File: src/rtl/rapcores_wb_pkg.sv
// Shared register map, bit indices and STATUS packing for the RAPcores Wishbone bridge.
// Pure declarations: no latency, no backpressure.
package rapcores_wb_pkg;

  localparam int CMD_W = 64;

  localparam logic [5:0] OFF_CMD_LO = 6'h00;
  localparam logic [5:0] OFF_CMD_HI = 6'h01;
  localparam logic [5:0] OFF_RSP_LO = 6'h02;
  localparam logic [5:0] OFF_RSP_HI = 6'h03;
  localparam logic [5:0] OFF_STATUS = 6'h04;
  localparam logic [5:0] OFF_CTRL   = 6'h05;

  localparam int ST_TX_FULL  = 0;
  localparam int ST_TX_EMPTY = 1;
  localparam int ST_RX_FULL  = 2;
  localparam int ST_RX_EMPTY = 3;
  localparam int ST_OVF      = 4;
  localparam int ST_UNF      = 5;
  localparam int ST_TX_CNT   = 8;
  localparam int ST_RX_CNT   = 12;

  localparam int CTRL_EN     = 0;
  localparam int CTRL_FLUSH  = 1;
  localparam int CTRL_IRQ_EN = 2;

  function automatic logic [31:0] pack_status(
    input logic       tx_full,
    input logic       tx_empty,
    input logic       rx_full,
    input logic       rx_empty,
    input logic       ovf,
    input logic       unf,
    input logic [3:0] tx_cnt,
    input logic [3:0] rx_cnt
  );
    logic [31:0] s;
    s = '0;
    s[ST_TX_FULL]      = tx_full;
    s[ST_TX_EMPTY]     = tx_empty;
    s[ST_RX_FULL]      = rx_full;
    s[ST_RX_EMPTY]     = rx_empty;
    s[ST_OVF]          = ovf;
    s[ST_UNF]          = unf;
    s[ST_TX_CNT +: 4]  = tx_cnt;
    s[ST_RX_CNT +: 4]  = rx_cnt;
    return s;
  endfunction

endpackage

File: src/rtl/rapcores_sync_fifo.sv
// First-word-fall-through synchronous FIFO with occupancy count and synchronous flush.
// Head visible the cycle after a push; push accepted when not full or when popping in the same cycle; flush beats push.
module rapcores_sync_fifo #(
  parameter int WIDTH = 64,
  parameter int DEPTH = 4,
  localparam int AW = (DEPTH > 1) ? $clog2(DEPTH) : 1,
  localparam int CW = $clog2(DEPTH) + 1
) (
  input  logic             clk,
  input  logic             rst_n,
  input  logic             flush,
  input  logic             push,
  input  logic [WIDTH-1:0] push_dat,
  input  logic             pop,
  output logic [WIDTH-1:0] head_dat,
  output logic             full,
  output logic             empty,
  output logic [CW-1:0]    count
);

  logic [WIDTH-1:0] mem [DEPTH];
  logic [AW-1:0]    wr_ptr;
  logic [AW-1:0]    rd_ptr;
  logic             do_push;
  logic             do_pop;

  assign full     = (count == CW'(DEPTH));
  assign empty    = (count == '0);
  assign do_pop   = pop & ~empty;
  assign do_push  = push & (~full | do_pop);
  assign head_dat = mem[rd_ptr];

  always_ff @(posedge clk) begin
    if (do_push && !flush) mem[wr_ptr] <= push_dat;
  end

  always_ff @(posedge clk or negedge rst_n) begin
    if (!rst_n) begin
      wr_ptr <= '0;
      rd_ptr <= '0;
      count  <= '0;
    end else if (flush) begin
      wr_ptr <= '0;
      rd_ptr <= '0;
      count  <= '0;
    end else begin
      if (do_push) wr_ptr <= wr_ptr + AW'(1);
      if (do_pop)  rd_ptr <= rd_ptr + AW'(1);
      case ({do_push, do_pop})
        2'b10:   count <= count + CW'(1);
        2'b01:   count <= count - CW'(1);
        default: count <= count;
      endcase
    end
  end

endmodule

File: src/rtl/rapcores_wb_bridge.sv
// Wishbone classic slave bridging 32-bit bus accesses to 64-bit RAPcores command/response FIFOs.
// Ack one cycle after the hit (every other cycle on a held strobe); full TX drops writes, empty RX reads 0. Macro RAPCORES_WB_IRQ_EN adds irq_o.
module rapcores_wb_bridge
  import rapcores_wb_pkg::*;
#(
  parameter logic [31:0] BASE_ADDR  = 32'h3000_0000,
  parameter logic [31:0] ADDR_MASK  = 32'hFFFF_FF00,
  parameter int          FIFO_DEPTH = 4
) (
  input  logic             wb_clk_i,
  input  logic             wb_rst_n_i,
  input  logic             wbs_stb_i,
  input  logic             wbs_cyc_i,
  input  logic             wbs_we_i,
  input  logic [3:0]       wbs_sel_i,
  input  logic [31:0]      wbs_adr_i,
  input  logic [31:0]      wbs_dat_i,
  output logic             wbs_ack_o,
  output logic [31:0]      wbs_dat_o,
`ifdef RAPCORES_WB_IRQ_EN
  output logic             irq_o,
`endif
  output logic             cmd_valid_o,
  output logic [CMD_W-1:0] cmd_data_o,
  input  logic             cmd_ready_i,
  input  logic             rsp_valid_i,
  input  logic [CMD_W-1:0] rsp_data_i,
  output logic             rsp_ready_o
);

  localparam int CW = $clog2(FIFO_DEPTH) + 1;

  logic [5:0]       off;
  logic             hit, acc, wr, rd;
  logic [31:0]      cmd_lo;
  logic             enable, flush_q, irq_en;
  logic             ovf, unf;
  logic [31:0]      rd_val;

  logic             tx_push, tx_pop, tx_full, tx_empty;
  logic [CMD_W-1:0] tx_head;
  logic [CW-1:0]    tx_count;
  logic             rx_push, rx_pop, rx_full, rx_empty;
  logic [CMD_W-1:0] rx_head;
  logic [CW-1:0]    rx_count;

  assign off = wbs_adr_i[7:2];
  assign hit = wbs_cyc_i & wbs_stb_i & (((wbs_adr_i ^ BASE_ADDR) & ADDR_MASK) == 32'd0);
  assign acc = hit & ~wbs_ack_o;
  assign wr  = acc & wbs_we_i & (wbs_sel_i != 4'd0);
  assign rd  = acc & ~wbs_we_i;

  assign tx_push     = wr & (off == OFF_CMD_HI) & ~tx_full;
  assign tx_pop      = cmd_valid_o & cmd_ready_i;
  assign cmd_valid_o = enable & ~tx_empty;
  assign cmd_data_o  = cmd_valid_o ? tx_head : '0;

  // A same-cycle RSP_HI pop frees a slot, so a full RX FIFO can still take a response.
  assign rx_pop      = rd & (off == OFF_RSP_HI);
  assign rsp_ready_o = enable & (~rx_full | (rx_pop & ~rx_empty));
  assign rx_push     = rsp_valid_i & rsp_ready_o;

  rapcores_sync_fifo #(.WIDTH(CMD_W), .DEPTH(FIFO_DEPTH)) u_tx_fifo (
    .clk      (wb_clk_i),
    .rst_n    (wb_rst_n_i),
    .flush    (flush_q),
    .push     (tx_push),
    .push_dat ({wbs_dat_i, cmd_lo}),
    .pop      (tx_pop),
    .head_dat (tx_head),
    .full     (tx_full),
    .empty    (tx_empty),
    .count    (tx_count)
  );

  rapcores_sync_fifo #(.WIDTH(CMD_W), .DEPTH(FIFO_DEPTH)) u_rx_fifo (
    .clk      (wb_clk_i),
    .rst_n    (wb_rst_n_i),
    .flush    (flush_q),
    .push     (rx_push),
    .push_dat (rsp_data_i),
    .pop      (rx_pop),
    .head_dat (rx_head),
    .full     (rx_full),
    .empty    (rx_empty),
    .count    (rx_count)
  );

  always_comb begin
    rd_val = '0;
    case (off)
      OFF_CMD_LO: rd_val = cmd_lo;
      OFF_RSP_LO: rd_val = rx_empty ? 32'd0 : rx_head[31:0];
      OFF_RSP_HI: rd_val = rx_empty ? 32'd0 : rx_head[63:32];
      OFF_STATUS: rd_val = pack_status(tx_full, tx_empty, rx_full, rx_empty, ovf, unf,
                                       4'(tx_count), 4'(rx_count));
      OFF_CTRL:   rd_val = {29'd0, irq_en, 1'b0, enable};
      default:    rd_val = '0;
    endcase
  end

  always_ff @(posedge wb_clk_i or negedge wb_rst_n_i) begin
    if (!wb_rst_n_i) begin
      wbs_ack_o <= 1'b0;
      wbs_dat_o <= '0;
      cmd_lo    <= '0;
      enable    <= 1'b0;
      flush_q   <= 1'b0;
      ovf       <= 1'b0;
      unf       <= 1'b0;
    end else begin
      wbs_ack_o <= acc;
      wbs_dat_o <= rd ? rd_val : 32'd0;
      flush_q   <= 1'b0;
      if (wr) begin
        case (off)
          OFF_CMD_LO: cmd_lo <= wbs_dat_i;
          OFF_STATUS: begin
            if (wbs_dat_i[ST_OVF]) ovf <= 1'b0;
            if (wbs_dat_i[ST_UNF]) unf <= 1'b0;
          end
          OFF_CTRL: begin
            enable  <= wbs_dat_i[CTRL_EN];
            flush_q <= wbs_dat_i[CTRL_FLUSH];
          end
          default: ;
        endcase
      end
      // A full FIFO that is being flushed loses the word silently.
      if (wr && off == OFF_CMD_HI && tx_full && !flush_q) ovf <= 1'b1;
      if (rx_pop && rx_empty) unf <= 1'b1;
    end
  end

`ifdef RAPCORES_WB_IRQ_EN
  always_ff @(posedge wb_clk_i or negedge wb_rst_n_i) begin
    if (!wb_rst_n_i) begin
      irq_en <= 1'b0;
      irq_o  <= 1'b0;
    end else begin
      if (wr && off == OFF_CTRL) irq_en <= wbs_dat_i[CTRL_IRQ_EN];
      irq_o <= irq_en & (~rx_empty | ovf | unf);
    end
  end
`else
  assign irq_en = 1'b0;
`endif

endmodule

File: config.mk
export PLATFORM = sky130hd
export DESIGN_NAME = rapcores_wb_bridge
export DESIGN_NICKNAME = d
export VERILOG_FILES = /design/src/rtl/rapcores_wb_pkg.sv /design/src/rtl/rapcores_sync_fifo.sv /design/src/rtl/rapcores_wb_bridge.sv
export SDC_FILE = /design/constraint.sdc
export NUM_CORES = 1
export LEC_CHECK = 0
export ABC_CLOCK_PERIOD_IN_PS = 10050
export BUFFER_PORTS_ARGS = -buffer_cell sky130_fd_sc_hd__buf_2
export CORE_AREA = 2 2 231 233
export CTS_CLUSTER_DIAMETER = 30
export DETAILED_ROUTE_END_ITERATION = 8
export DIE_AREA = 0 0 233 235
export GPL_ROUTABILITY_DRIVEN = 0
export GPL_TIMING_DRIVEN = 0
export PLACE_DENSITY = 0.61
export SLEW_MARGIN = 20
export SYNTH_ARGS = -nofsm -noshare
export SYNTH_HDL_FRONTEND = slang
export SYNTH_SLANG_ARGS = --single-unit
File: constraint.sdc
create_clock -name wb_clk_i -period 10.05 [get_ports wb_clk_i]
set_input_delay 0 -clock wb_clk_i [delete_from_list [all_inputs] [get_ports wb_clk_i]]
set_output_delay 0 -clock wb_clk_i [all_outputs]
set_load 0.01 [all_outputs]
==> tab_implementation.tex, run 1 <==
\begin{tabular}{lr}
\hline
Metric & Value \\
\hline
\multicolumn{2}{l}{\textbf{Status}} \\
Result of the run & finished, final reports clean \\
\multicolumn{2}{l}{\textbf{Synthesis}} \\
Share of synthesized flip-flops with an asynchronous set or reset & 0.1395 \\
FF+latch count, synth & 595 \\
Most common flop cell mapped by yosys & sky130\_fd\_sc\_hd\_\_edfxtp\_1 \\
Synth Cell Area & 23,270 um2 \\
Number of enable-type register cells in the synthesized netlist & 512 \\
Area contributors post-synth & sky130\_fd\_sc\_hd\_\_edfxtp\_1 66\%, sky130\_fd\_sc\_hd\_\_mux4\_2 12\%, sky130\_fd\_sc\_hd\_\_dfrtp\_1 8.9\% \\
Register area share after synthesis & 0.7499 \\
Top cells by count, synth & 512 x sky130\_fd\_sc\_hd\_\_edfxtp\_1, 128 x sky130\_fd\_sc\_hd\_\_mux4\_2, 83 x sky130\_fd\_sc\_hd\_\_dfrtp\_1, 72 x sky130\_fd\_sc\_hd\_\_and2\_1 \\
Area leader, netlist & sky130\_fd\_sc\_hd\_\_edfxtp\_1 \\
Most used standard cell by instance count after synthesis & sky130\_fd\_sc\_hd\_\_edfxtp\_1 \\
Synthesized area per cell & 20.05 um2 \\
Post-synthesis instance total & 1,161 \\
Netlist cell types & 60 \\
Count of synthesis-stage warnings from yosys & 0 \\
Portion of synthesized cell area occupied by the leading cell type & 0.6606 \\
Post-synthesis net count & 1,310 \\
\multicolumn{2}{l}{\textbf{Drt}} \\
Average routed wire per standard cell & 22.19 um \\
Residual antenna-violating net count after detailed routing & 0 \\
Wire length reported by the detailed router & 55.16 mm \\
Average via count per standard cell & 5.312 \\
1st-pass router iterations & 5 \\
Vias post-DR & 13,210 \\
DR DRC count & 0 \\
Initial drt markers & 970 \\
\multicolumn{2}{l}{\textbf{Final layout}} \\
Syn-to-layout area delta & 33.25\% \\
Seq. cell area & 17,450 um2 \\
Fraction of the core area covered by cells at the end of the flow & 0.5937 \\
Share of layout cells above drive strength 1 & 0.3790 \\
Footprint of the multi-input gates & 5559 um2 \\
Fin nets & 1,850 \\
Total of fill cells in the finished design & 3,841 \\
\multicolumn{2}{l}{\textbf{Pwr}} \\
Internal cell power & 5.188 mW \\
Power per unit of standard cell area & 209.4 nW/um2 \\
Highest ir drop seen on vdd & 0.1307 mV \\
Gate power share & 0.017 \\
Static leakage & 11.73 nW \\
Power consumption & 6.493 mW \\
Net switching fraction of the power & 0.2010 \\
Net switching power of the design & 1.305 mW \\
Fraction of power consumed by the clock network & 0.570 \\
Part of the power in registers & 0.413 \\
\multicolumn{2}{l}{\textbf{Global route}} \\
Maximum number of pins on one net before global-route repair & 50 \\
Overall global routing resource usage & 0.2034 \\
Via count of the first global-routing pass & 13,740 \\
Global-route wire length before repair & 83.01 mm \\
Total congestion overflow & 0 \\
Antenna violations before repair & 4 \\
\multicolumn{2}{l}{\textbf{Clock tree}} \\
H-Tree Level Count & 3 \\
Clock Latency Late Sink & 630 ps \\
CTS-repair resized insts & 0 \\
Largest buffer count on any clock path & 3 \\
\# Post-CTS Setup Buffers & 0 \\
Clock tree root buffer cell & sky130\_fd\_sc\_hd\_\_clkbuf\_16 \\
CTS tree & yes \\
Clk sinks & 595 \\
CTS buffer count & 114 \\
CTS clock-pin slew for the worst setup and hold paths & 50 ps \\
Count of hold buffers inserted by post-cts repair & 120 \\
\multicolumn{2}{l}{\textbf{STA}} \\
Setup clock skew after layout & 15.29 ps \\
Post-route minimum period & 4024 ps \\
Final-report setup violation count & 0 \\
Final max-slew violation count & 0 \\
Final hold viol count & 0 \\
Highest clock frequency the design can meet & 248.5 MHz \\
Final worst path period share & 0.4004 \\
Setup repair after global routing missed its margin & false \\
Remaining max-slew budget at the tightest pin & 0.2966 \\
Measured slew at the worst slew-check pin & 1045 ps \\
\multicolumn{2}{l}{\textbf{Job}} \\
Max-cap violations & 0 \\
\multicolumn{2}{l}{\textbf{Min path}} \\
Worst min path class & input port to register \\
\multicolumn{2}{l}{\textbf{Floorplan}} \\
Die span in x & 233 um \\
Area enclosed by the die boundary & 54,760 um2 \\
Core Region & 52,240 um2 \\
Initial Utilization & 0.4456 \\
Top-Level Pins & 238 \\
Vertical die dimension & 235 um \\
Site row count & 84 \\
\multicolumn{2}{l}{\textbf{Place}} \\
Post-detail-place hpwl & 38.73 mm \\
IO buf count & 232 \\
\multicolumn{2}{l}{\textbf{Worst setup path}} \\
Crit Path Class & input port to register \\
Worst EP arrival & 4350 ps \\
Kind of start point of the critical path & input port \\
Highest fanout seen on the critical path & 10 \\
Type of element capturing the critical path & register \\
Required arrival time at the worst endpoint & 10,380 ps \\
\hline
\end{tabular}
[cells in the final DEF, fill, tap and decap left out, types with 3 or more instances in the layout]
cell type	count
sky130_fd_sc_hd__a21oi_1	9
sky130_fd_sc_hd__a222oi_1	10
sky130_fd_sc_hd__a22o_1	33
sky130_fd_sc_hd__a22oi_1	21
sky130_fd_sc_hd__and2_1	72
sky130_fd_sc_hd__buf_1	12
sky130_fd_sc_hd__buf_2	236
sky130_fd_sc_hd__buf_4	57
sky130_fd_sc_hd__buf_6	17
sky130_fd_sc_hd__bufinv_16	13
sky130_fd_sc_hd__clkbuf_1	55
sky130_fd_sc_hd__clkbuf_16	116
sky130_fd_sc_hd__clkinv_1	17
sky130_fd_sc_hd__clkinv_2	16
sky130_fd_sc_hd__clkinv_4	17
sky130_fd_sc_hd__clkinvlp_4	15
sky130_fd_sc_hd__dfrtp_1	83
sky130_fd_sc_hd__dlygate4sd3_1	119
sky130_fd_sc_hd__edfxtp_1	512
sky130_fd_sc_hd__ha_1	8
sky130_fd_sc_hd__inv_1	9
sky130_fd_sc_hd__inv_6	8
sky130_fd_sc_hd__mux2_2	35
sky130_fd_sc_hd__mux2i_1	5
sky130_fd_sc_hd__mux4_2	128
sky130_fd_sc_hd__nand2_1	12
sky130_fd_sc_hd__nand2b_1	7
sky130_fd_sc_hd__nand3_1	8
sky130_fd_sc_hd__nand4_1	3
sky130_fd_sc_hd__nor2_1	48
sky130_fd_sc_hd__nor3_1	13
sky130_fd_sc_hd__nor3b_2	8
sky130_fd_sc_hd__nor4_1	10
sky130_fd_sc_hd__nor4b_1	6
sky130_fd_sc_hd__o21ai_0	7
sky130_fd_sc_hd__or3_1	7
[critical path: stages]
cell and delay (ps):
sky130_fd_sc_hd__dlygate4sd3_1 530, sky130_fd_sc_hd__buf_2 120, sky130_fd_sc_hd__nor4_1 210, sky130_fd_sc_hd__dlygate4sd3_1 590, sky130_fd_sc_hd__nand2_1 150, sky130_fd_sc_hd__nor4_1 930
sky130_fd_sc_hd__buf_2 370, sky130_fd_sc_hd__nand2_1 180, sky130_fd_sc_hd__nor3b_2 660, sky130_fd_sc_hd__buf_6 240, sky130_fd_sc_hd__buf_4 170, sky130_fd_sc_hd__buf_4 190
[metrics by stage]
| step | setup WS, ps | cells | hold slack (ps) | cell area (um2) | setup TNS (ps) |
|---|---|---|---|---|---|
| CTS | 5991 | 2485 | 12.66 | 31010 | 0 |
| detailed placement | 6031 | 2153 | -65.55 | 25960 | 0 |
| global placement | -2030 | 2081 | 212.8 | 25300 | -676680 |
| floorplan | 3029 | 1161 | -295.6 | 23270 | 0 |
| finish | 6026 | 2486 | 42.45 | 31010 | 0 |
| global route | 5723 | 2486 | 54.48 | 31010 | 0 |
[power groups by stage]
stage                     clock network (mW)  registers (mW)  logic, mW
final                                   3.70            2.68      0.109
after global routing                    3.88            2.68      0.119
after CTS                               3.75            2.68      0.109
after detailed placement                   0            2.72     0.0726
after global placement                     0            2.72     0.0666
after floorplan                            0            2.73     0.0122
[state kept, by name, summed over array words and instances (netlist names)]
signal,flops
u_rx_fifo.mem,256
u_rx_fifo.count,3
wbs_ack_o,1
u_tx_fifo.rd_ptr,2
enable,1
cmd_lo,32
flush_q,1
u_tx_fifo.count,3
u_rx_fifo.wr_ptr,2
u_rx_fifo.rd_ptr,2
ovf,1
u_tx_fifo.wr_ptr,2
wbs_dat_o,32
unf,1
u_tx_fifo.mem,256
[final timing paths]
| path | from | to | slack [ps] | cells past startpoint |
|---|---|---|---|---|
| hold reg to reg | unf$_DFFE_PN0P_ | unf$_DFFE_PN0P_ | 510 | 1 |
| min in group asynchronous | wb_rst_n_i | cmd_lo[25]$_DFFE_PN0P_ | 450 | 4 |
| setup / recovery | wbs_adr_i[18] | u_tx_fifo.mem[1][51]$_DFFE_PP_ | 6030 | 12 |
| hold / removal | wbs_adr_i[3] | wbs_dat_o[0]$_DFF_PN0_ | 40 | 4 |
| max in group asynchronous | wb_rst_n_i | wbs_ack_o$_DFF_PN0_ | 9300 | 4 |
| setup reg to reg | wbs_ack_o$_DFF_PN0_ | u_tx_fifo.mem[1][51]$_DFFE_PP_ | 6090 | 9 |
[final cells by class]
class / count / area share
inverters: 9 / 0.001089
flip-flops and latches: 595 / 0.5628
clock inverters: 87 / 0.02844
well taps: 688 / 0.02776
multi-input cells: 490 / 0.1793
clock buffers: 125 / 0.09534
repair buffers: 424 / 0.09659
plain buffers: 67 / 0.008675
diodes: 1 / 0.00008069
[logic make-up (layout without fill, tap and decap cells)]
family                   Yosys count  after routing  share of synthesized area
adder cells (fa/ha/maj)           10             10                   0.006021
buffers and inverters             76            712                    0.01301
AO/OA/AOI/OAI                     95             95                    0.03263
other                              0              1                          0
multiplexers                     169            169                     0.1436
AND/OR/NAND/NOR                  213            213                    0.05376
XOR/XNOR                           3              3                   0.001129
flip-flops                       595            595                     0.7499
[metal layers]
metal | up-vias | part of all wire | global-route usage
met5 | - | 0.00040 | 0
met2 | 394 | 0.50 | 0.3378
met3 | 101 | 0.056 | 0.03968
li1 | 5875 | - | -
met1 | 6831 | 0.42 | 0.2693
met4 | 4 | 0.023 | 0.06968
No activity file was read; power rests on OpenSTA's default activity.
==> run 2, diff against run 1 <==
--- a/config.mk
+++ b/config.mk
@@ -5,7 +5,7 @@
 export SDC_FILE = /design/constraint.sdc
 export NUM_CORES = 1
 export LEC_CHECK = 0
-export ABC_CLOCK_PERIOD_IN_PS = 10050
+export ABC_CLOCK_PERIOD_IN_PS = 3900
 export BUFFER_PORTS_ARGS = -buffer_cell sky130_fd_sc_hd__buf_2
 export CORE_AREA = 2 2 231 233
 export CTS_CLUSTER_DIAMETER = 30
==> constraint.sdc (replaced) <==
create_clock -name wb_clk_i -period 3.9 [get_ports wb_clk_i]
set_input_delay 0 -clock wb_clk_i [delete_from_list [all_inputs] [get_ports wb_clk_i]]
set_output_delay 0 -clock wb_clk_i [all_outputs]
set_load 0.01 [all_outputs]
==> run 2 against run 1 <==
Against the previous run:
- combinational power increased to 2.6 times the previous value
- clock power increased to 2.6 times the previous value
- worst hold slack got worse by 6.0 ps
- cell area increased by 0.94%
- register-to-register slack got worse by 5600 ps
- global-route usage about the same
- clock skew increased by 8.6 ps
- worst setup slack got worse by 5600 ps
- first-iteration DRC count decreased by 20%
- sequential share of layout area decreased by 0.52 points
- via count decreased by 1.5%
- largest cell class unchanged
- highest routed layer unchanged
==> tab_implementation.tex, run 2 (synthesis results as in run 1) <==
\begin{tabular}{lr}
\hline
Metric & Value \\
\hline
\multicolumn{2}{l}{\textbf{Worst setup path}} \\
Type of element capturing the critical path & register \\
Crit Path Class & register to register \\
Worst EP arrival & 3790 ps \\
Kind of start point of the critical path & register \\
Highest fanout seen on the critical path & 12 \\
Required arrival time at the worst endpoint & 4230 ps \\
\multicolumn{2}{l}{\textbf{Pwr}} \\
Net switching fraction of the power & 0.1973 \\
Highest ir drop seen on vdd & 0.4970 mV \\
Internal cell power & 13.63 mW \\
Static leakage & 11.75 nW \\
Net switching power of the design & 3.350 mW \\
Power per unit of standard cell area & 542.4 nW/um2 \\
Gate power share & 0.016 \\
Part of the power in registers & 0.407 \\
Fraction of power consumed by the clock network & 0.577 \\
Power consumption & 16.98 mW \\
\multicolumn{2}{l}{\textbf{Final layout}} \\
Syn-to-layout area delta & 34.50\% \\
Most used cells in the layout excluding fill and tap cells & 512 x sky130\_fd\_sc\_hd\_\_edfxtp\_1, 236 x sky130\_fd\_sc\_hd\_\_buf\_2, 128 x sky130\_fd\_sc\_hd\_\_mux4\_2 \\
Fin nets & 1,831 \\
Post-route cell area & 31,300 um2 \\
Most common cell after layout, fill and taps aside & sky130\_fd\_sc\_hd\_\_edfxtp\_1 \\
Regs by FF count & u\_rx\_fifo.mem (256), u\_tx\_fifo.mem (256) \\
Post-route non-filler standard cell count & 2,474 \\
Share of layout cells above drive strength 1 & 0.3713 \\
\multicolumn{2}{l}{\textbf{Floorplan}} \\
Die span in x & 233 um \\
Area enclosed by the die boundary & 54,760 um2 \\
Top-Level Pins & 238 \\
Site row count & 84 \\
Vertical die dimension & 235 um \\
Initial Utilization & 0.4456 \\
Core Region & 52,240 um2 \\
\multicolumn{2}{l}{\textbf{Clock tree}} \\
H-Tree Level Count & 3 \\
Largest buffer count on any clock path & 3 \\
Clock Latency Late Sink & 640 ps \\
CTS tree & yes \\
Clk sinks & 595 \\
Clock tree root buffer cell & sky130\_fd\_sc\_hd\_\_clkbuf\_16 \\
CTS clock-pin slew for the worst setup and hold paths & 40 ps \\
CTS buffer count & 115 \\
\multicolumn{2}{l}{\textbf{Global route}} \\
Antenna violations before repair & 5 \\
Via count of the first global-routing pass & 13,690 \\
Maximum number of pins on one net before global-route repair & 74 \\
Overall global routing resource usage & 0.2030 \\
Global-route wire length before repair & 82.55 mm \\
Total congestion overflow & 0 \\
\multicolumn{2}{l}{\textbf{Drt}} \\
DR DRC count & 0 \\
Uppermost layer routed & met5 \\
Wire length reported by the detailed router & 54.63 mm \\
Vias post-DR & 13,010 \\
Residual antenna-violating net count after detailed routing & 0 \\
Average routed wire per standard cell & 22.08 um \\
1st-pass router iterations & 6 \\
WL met3 & 2.835 mm \\
Post-Route M1 WL & 22.91 mm \\
Initial drt markers & 776 \\
Met2 WL & 27.51 mm \\
Average via count per standard cell & 5.258 \\
\multicolumn{2}{l}{\textbf{STA}} \\
Post-route minimum period & 3452 ps \\
Setup clock skew after layout & 23.84 ps \\
Final max-slew violation count & 0 \\
Highest clock frequency the design can meet & 289.7 MHz \\
Measured slew at the worst slew-check pin & 1036 ps \\
Final hold viol count & 0 \\
Final-layout worst hold slack & 36.45 ps \\
Final worst path period share & 0.8852 \\
Final-report setup violation count & 0 \\
Setup repair after global routing missed its margin & false \\
Final setup slack of the worst path & 447.9 ps \\
Remaining max-slew budget at the tightest pin & 0.3094 \\
\multicolumn{2}{l}{\textbf{Min path}} \\
Worst min path class & input port to register \\
\multicolumn{2}{l}{\textbf{Job}} \\
Max-cap violations & 0 \\
\multicolumn{2}{l}{\textbf{Place}} \\
Pre-CTS worst setup slack & -218.9 ps \\
Cell area after placement & 26,100 um2 \\
Cell count after placement & 2,129 \\
IO buf count & 232 \\
Post-detail-place hpwl & 37.69 mm \\
\multicolumn{2}{l}{\textbf{Status}} \\
Result of the run & finished, final reports clean \\
\hline
\end{tabular}
## run 2: cell count changes in the layout (fill, tap and decap cells not counted), moves of 5 or more
cell,previous run,this run
sky130_fd_sc_hd__buf_4,57,7
sky130_fd_sc_hd__buf_8,0,23
sky130_fd_sc_hd__clkinv_4,17,6
sky130_fd_sc_hd__nor3b_2,8,0
sky130_fd_sc_hd__nor3b_4,0,8
sky130_fd_sc_hd__clkbuf_1,55,62
sky130_fd_sc_hd__buf_6,17,22
## run 2: worst max-delay path: stages, from the launching register on
cell and delay, ps:
sky130_fd_sc_hd__dfrtp_1 370, sky130_fd_sc_hd__nor4_1 280, sky130_fd_sc_hd__nand2_1 230, sky130_fd_sc_hd__nor4_2 640, sky130_fd_sc_hd__buf_2 340, sky130_fd_sc_hd__nand2_1 250, sky130_fd_sc_hd__nor3b_4 240, sky130_fd_sc_hd__buf_6 220
sky130_fd_sc_hd__buf_8 180, sky130_fd_sc_hd__buf_6 200, sky130_fd_sc_hd__buf_8 180
## run 2: power groups by stage
stage               Clock, mW  Combinational (mW)  Sequential, mW
floorplan                   0              0.0315            7.02
global route             10.3               0.305            6.90
CTS                      9.94               0.280            6.91
global placement            0               0.173            7.02
detailed placement          0               0.187            7.02
finish                   9.79               0.278            6.91
## run 2: routing by layer
metal / up-vias / GRT usage
met5: - / 0
met4: 2 / 0.07682
met3: 80 / 0.04563
met2: 347 / 0.3363
met1: 6725 / 0.2620
li1: 5855 / -
## run 2: what timing repair did
item	4_1_cts	5_1_grt
cloned	0	0
buffers inserted	0	6
hold endpoints to repair	513	0
hold buffers	118	0
setup endpoints to repair	49	41
pin swaps	0	2
resized for setup	1	0
## run 2: cell type report
cell class	count	area [um2]
timing repair buffer	404	3102
clock inverter	81	865.8
sequential	595	17450
clock buffer	137	3097
inverter	9	33.78
multi-input combinational	490	5615
fill	3823	20930
tap	688	860.8
buffer	67	269.0
antenna	3	7.507
## run 2: path summary, 6_finish.rpt
kind	start	to	slack, ps	depth (start not counted)
worst min register to register	unf$_DFFE_PN0P_	unf$_DFFE_PN0P_	510	1
min in group asynchronous	wb_rst_n_i	wbs_dat_o[14]$_DFF_PN0_	490	4
worst max-delay path	wbs_ack_o$_DFF_PN0_	u_tx_fifo.mem[0][54]$_DFFE_PP_	450	10
worst min-delay path	wbs_adr_i[8]	u_rx_fifo.count[2]$_DFFE_PN0P_	40	6
worst max register to register	wbs_ack_o$_DFF_PN0_	u_tx_fifo.mem[0][54]$_DFFE_PP_	450	10
max in group asynchronous	wb_rst_n_i	u_rx_fifo.count[2]$_DFFE_PN0P_	2530	4
## run 2: stage by stage
stage / utilization / setup TNS [ps]
floorplan: - / -212850
global placement: 0.4855 / -1268610
detailed placement: 0.4997 / -6234
CTS: 0.5983 / 0
global route: 0.5993 / 0
finish: 0.5993 / 0
==> run 3, diff against run 2 <==
--- a/config.mk
+++ b/config.mk
@@ -5,7 +5,6 @@
 export SDC_FILE = /design/constraint.sdc
 export NUM_CORES = 1
 export LEC_CHECK = 0
-export ABC_CLOCK_PERIOD_IN_PS = 3900
 export BUFFER_PORTS_ARGS = -buffer_cell sky130_fd_sc_hd__buf_2
 export CORE_AREA = 2 2 231 233
 export CTS_CLUSTER_DIAMETER = 30
@@ -13,6 +12,7 @@
 export DIE_AREA = 0 0 233 235
 export GPL_ROUTABILITY_DRIVEN = 0
 export GPL_TIMING_DRIVEN = 0
+export HOLD_SLACK_MARGIN = 0.12
 export PLACE_DENSITY = 0.61
 export SLEW_MARGIN = 20
 export SYNTH_ARGS = -nofsm -noshare
==> run 3 against run 2 <==
Against the previous run:
- utilization increased by 1.3 points
- via count increased by 2.5%
- non-clock buffer count increased by 68
- worst setup slack got worse by 200 ps
- clock skew increased by 0.94 ps
- clock-buffer cell count unchanged
- first-iteration DRC count increased by 14%
- wire length increased by 1.9%
- critical path depth increased by 4
==> tab_implementation.tex, run 3 (synthesis results as in run 1) <==
\begin{tabular}{lr}
\hline
Metric & Value \\
\hline
\multicolumn{2}{l}{\textbf{Global route}} \\
Overall global routing resource usage & 0.2066 \\
Maximum number of pins on one net before global-route repair & 74 \\
Antenna violations before repair & 5 \\
Via count of the first global-routing pass & 14,120 \\
Total congestion overflow & 0 \\
Global-route wire length before repair & 84.26 mm \\
\multicolumn{2}{l}{\textbf{STA}} \\
Measured slew at the worst slew-check pin & 1037 ps \\
Setup repair after global routing missed its margin & false \\
Setup clock skew after layout & 24.78 ps \\
Remaining max-slew budget at the tightest pin & 0.3086 \\
Final-report setup violation count & 0 \\
Final max-slew violation count & 0 \\
Highest clock frequency the design can meet & 273.6 MHz \\
Final TNS setup & 0 ps \\
Post-route minimum period & 3655 ps \\
Final hold viol count & 0 \\
Final worst path period share & 0.9372 \\
\multicolumn{2}{l}{\textbf{Drt}} \\
DR DRC count & 0 \\
Wire length reported by the detailed router & 55.68 mm \\
Vias post-DR & 13,330 \\
Residual antenna-violating net count after detailed routing & 0 \\
Initial drt markers & 885 \\
Average routed wire per standard cell & 21.90 um \\
1st-pass router iterations & 5 \\
Average via count per standard cell & 5.244 \\
\multicolumn{2}{l}{\textbf{Floorplan}} \\
Vertical die dimension & 235 um \\
Top-Level Pins & 238 \\
Die span in x & 233 um \\
Core Region & 52,240 um2 \\
Initial Utilization & 0.4456 \\
Area enclosed by the die boundary & 54,760 um2 \\
Site row count & 84 \\
\multicolumn{2}{l}{\textbf{Final layout}} \\
Syn-to-layout area delta & 37.52\% \\
Most used cells in the layout excluding fill and tap cells & 512 x sky130\_fd\_sc\_hd\_\_edfxtp\_1, 236 x sky130\_fd\_sc\_hd\_\_buf\_2, 186 x sky130\_fd\_sc\_hd\_\_dlygate4sd3\_1 \\
Post-route non-filler standard cell count & 2,542 \\
Share of layout cells above drive strength 1 & 0.3603 \\
Regs by FF count & u\_rx\_fifo.mem (256), u\_tx\_fifo.mem (256) \\
Fraction of the core area covered by cells at the end of the flow & 0.6127 \\
Total of fill cells in the finished design & 3,753 \\
Most common cell after layout, fill and taps aside & sky130\_fd\_sc\_hd\_\_edfxtp\_1 \\
Fin nets & 1,899 \\
\multicolumn{2}{l}{\textbf{Worst setup path}} \\
Kind of start point of the critical path & input port \\
Reg-to-reg critical path endpoint & u\_rx\_fifo.count[2]\$\_DFFE\_PN0P\_ \\
Worst Setup SP & wbs\_we\_i \\
Reg-to-reg critical path startpoint & wbs\_ack\_o\$\_DFF\_PN0\_ \\
Type of element capturing the critical path & register \\
Crit Path Class & input port to register \\
Crit path capture & u\_rx\_fifo.count[2]\$\_DFFE\_PN0P\_ \\
Highest fanout seen on the critical path & 5 \\
Required arrival time at the worst endpoint & 4460 ps \\
Worst EP arrival & 4210 ps \\
Slack of the worst reg-to-reg path & 290 ps \\
Depth of the worst register-to-register path & 11 \\
\multicolumn{2}{l}{\textbf{Min path}} \\
Worst min path class & input port to register \\
Startpoint of the tightest hold check path & wbs\_adr\_i[9] \\
\multicolumn{2}{l}{\textbf{Place}} \\
Cell count after placement & 2,129 \\
Post-detail-place hpwl & 37.69 mm \\
IO buf count & 232 \\
\multicolumn{2}{l}{\textbf{Clock tree}} \\
Clock Latency Late Sink & 640 ps \\
CTS buffer count & 115 \\
CTS tree & yes \\
Clk sinks & 595 \\
H-Tree Level Count & 3 \\
CTS clock-pin slew for the worst setup and hold paths & 50 ps \\
Clock tree root buffer cell & sky130\_fd\_sc\_hd\_\_clkbuf\_16 \\
Largest buffer count on any clock path & 3 \\
\multicolumn{2}{l}{\textbf{Job}} \\
Max-cap violations & 0 \\
\multicolumn{2}{l}{\textbf{Pwr}} \\
Static leakage & 12.06 nW \\
Highest ir drop seen on vdd & 0.4997 mV \\
Power per unit of standard cell area & 532.2 nW/um2 \\
\multicolumn{2}{l}{\textbf{Status}} \\
Result of the run & finished, final reports clean \\
\hline
\end{tabular}
-- run 3: per-layer routing --
layer	wire length (um)	vias up	share of wire	global-route usage
li1	-	5999	-	-
met1	23120	6882	0.42	0.2631
met2	28160	361	0.51	0.3461
met3	2919	86	0.052	0.04527
met4	1467	2	0.026	0.08029
met5	13	-	0.00023	0
-- run 3: layout make-up --
type                       instances  area, um2  share of cell area
sequential                       595      17450              0.5452
multi-input combinational        490       5639              0.1762
timing repair buffer             472       3782              0.1182
clock buffer                     137       3097             0.09675
clock inverter                    81      865.8             0.02705
tap                              688      860.8             0.02690
buffer                            67      269.0            0.008405
inverter                           9      33.78            0.001055
antenna                            3      7.507           0.0002345
-- run 3: worst min path at each step --
stage | cells after the start | endpoint | slack (ps)
after floorplan | 0 | cmd_lo[0]$_DFFE_PN0P_ | -300
after global placement | 1 | u_rx_fifo.mem[2][33]$_DFFE_PP_ | 210
after detailed placement | 1 | wbs_dat_o[12]$_DFF_PN0_ | -170
after CTS | 2 | u_rx_fifo.mem[3][19]$_DFFE_PP_ | 120
after global routing | 2 | u_tx_fifo.mem[2][55]$_DFFE_PP_ | 130
final | 6 | u_tx_fifo.count[1]$_DFFE_PN0P_ | 80
-- run 3: power breakdown --
part | internal (mW) | switching (mW)
sequential | 6.91 | 0.0000000590
combinational | 0.180 | 0.146
clock | 6.58 | 3.22
total | 13.7 | 3.37
-- run 3: what timing repair did --
action                                  4_1_cts  5_1_grt
pin swaps                                     0        2
hold buffers                                186        0
setup buffers                                 0        6
hold endpoints to repair                    524        0
endpoints found under the setup margin       49       50
gates resized for setup                       1        5
-- run 3: critical path: stages --
cell and delay [ps]:
sky130_fd_sc_hd__dlygate4sd3_1 530, sky130_fd_sc_hd__buf_2 150, sky130_fd_sc_hd__nor4b_2 270, sky130_fd_sc_hd__dlygate4sd3_1 600
sky130_fd_sc_hd__nand3_2 140, sky130_fd_sc_hd__or4_4 510, sky130_fd_sc_hd__nor3_2 150, sky130_fd_sc_hd__fa_1 240
sky130_fd_sc_hd__nor4_1 70, sky130_fd_sc_hd__a41oi_1 200, sky130_fd_sc_hd__dlygate4sd3_1 560, sky130_fd_sc_hd__o21ai_0 70
sky130_fd_sc_hd__o311ai_0 100, sky130_fd_sc_hd__dlygate4sd3_1 620
-- run 3: through the flow --
stage | area [um2] | power (mW) | setup slack [ps] | hold slack, ps
detailed placement | 26100 | 7.207 | -218.9 | -171.7
global route | 32010 | 17.54 | 51.64 | 130.6
floorplan | 23340 | 7.055 | -773.3 | -295.6
global placement | 25360 | 7.194 | -2932 | 211.6
CTS | 31930 | 17.17 | 111.9 | 121.5
finish | 32010 | 17.03 | 245.0 | 84.85
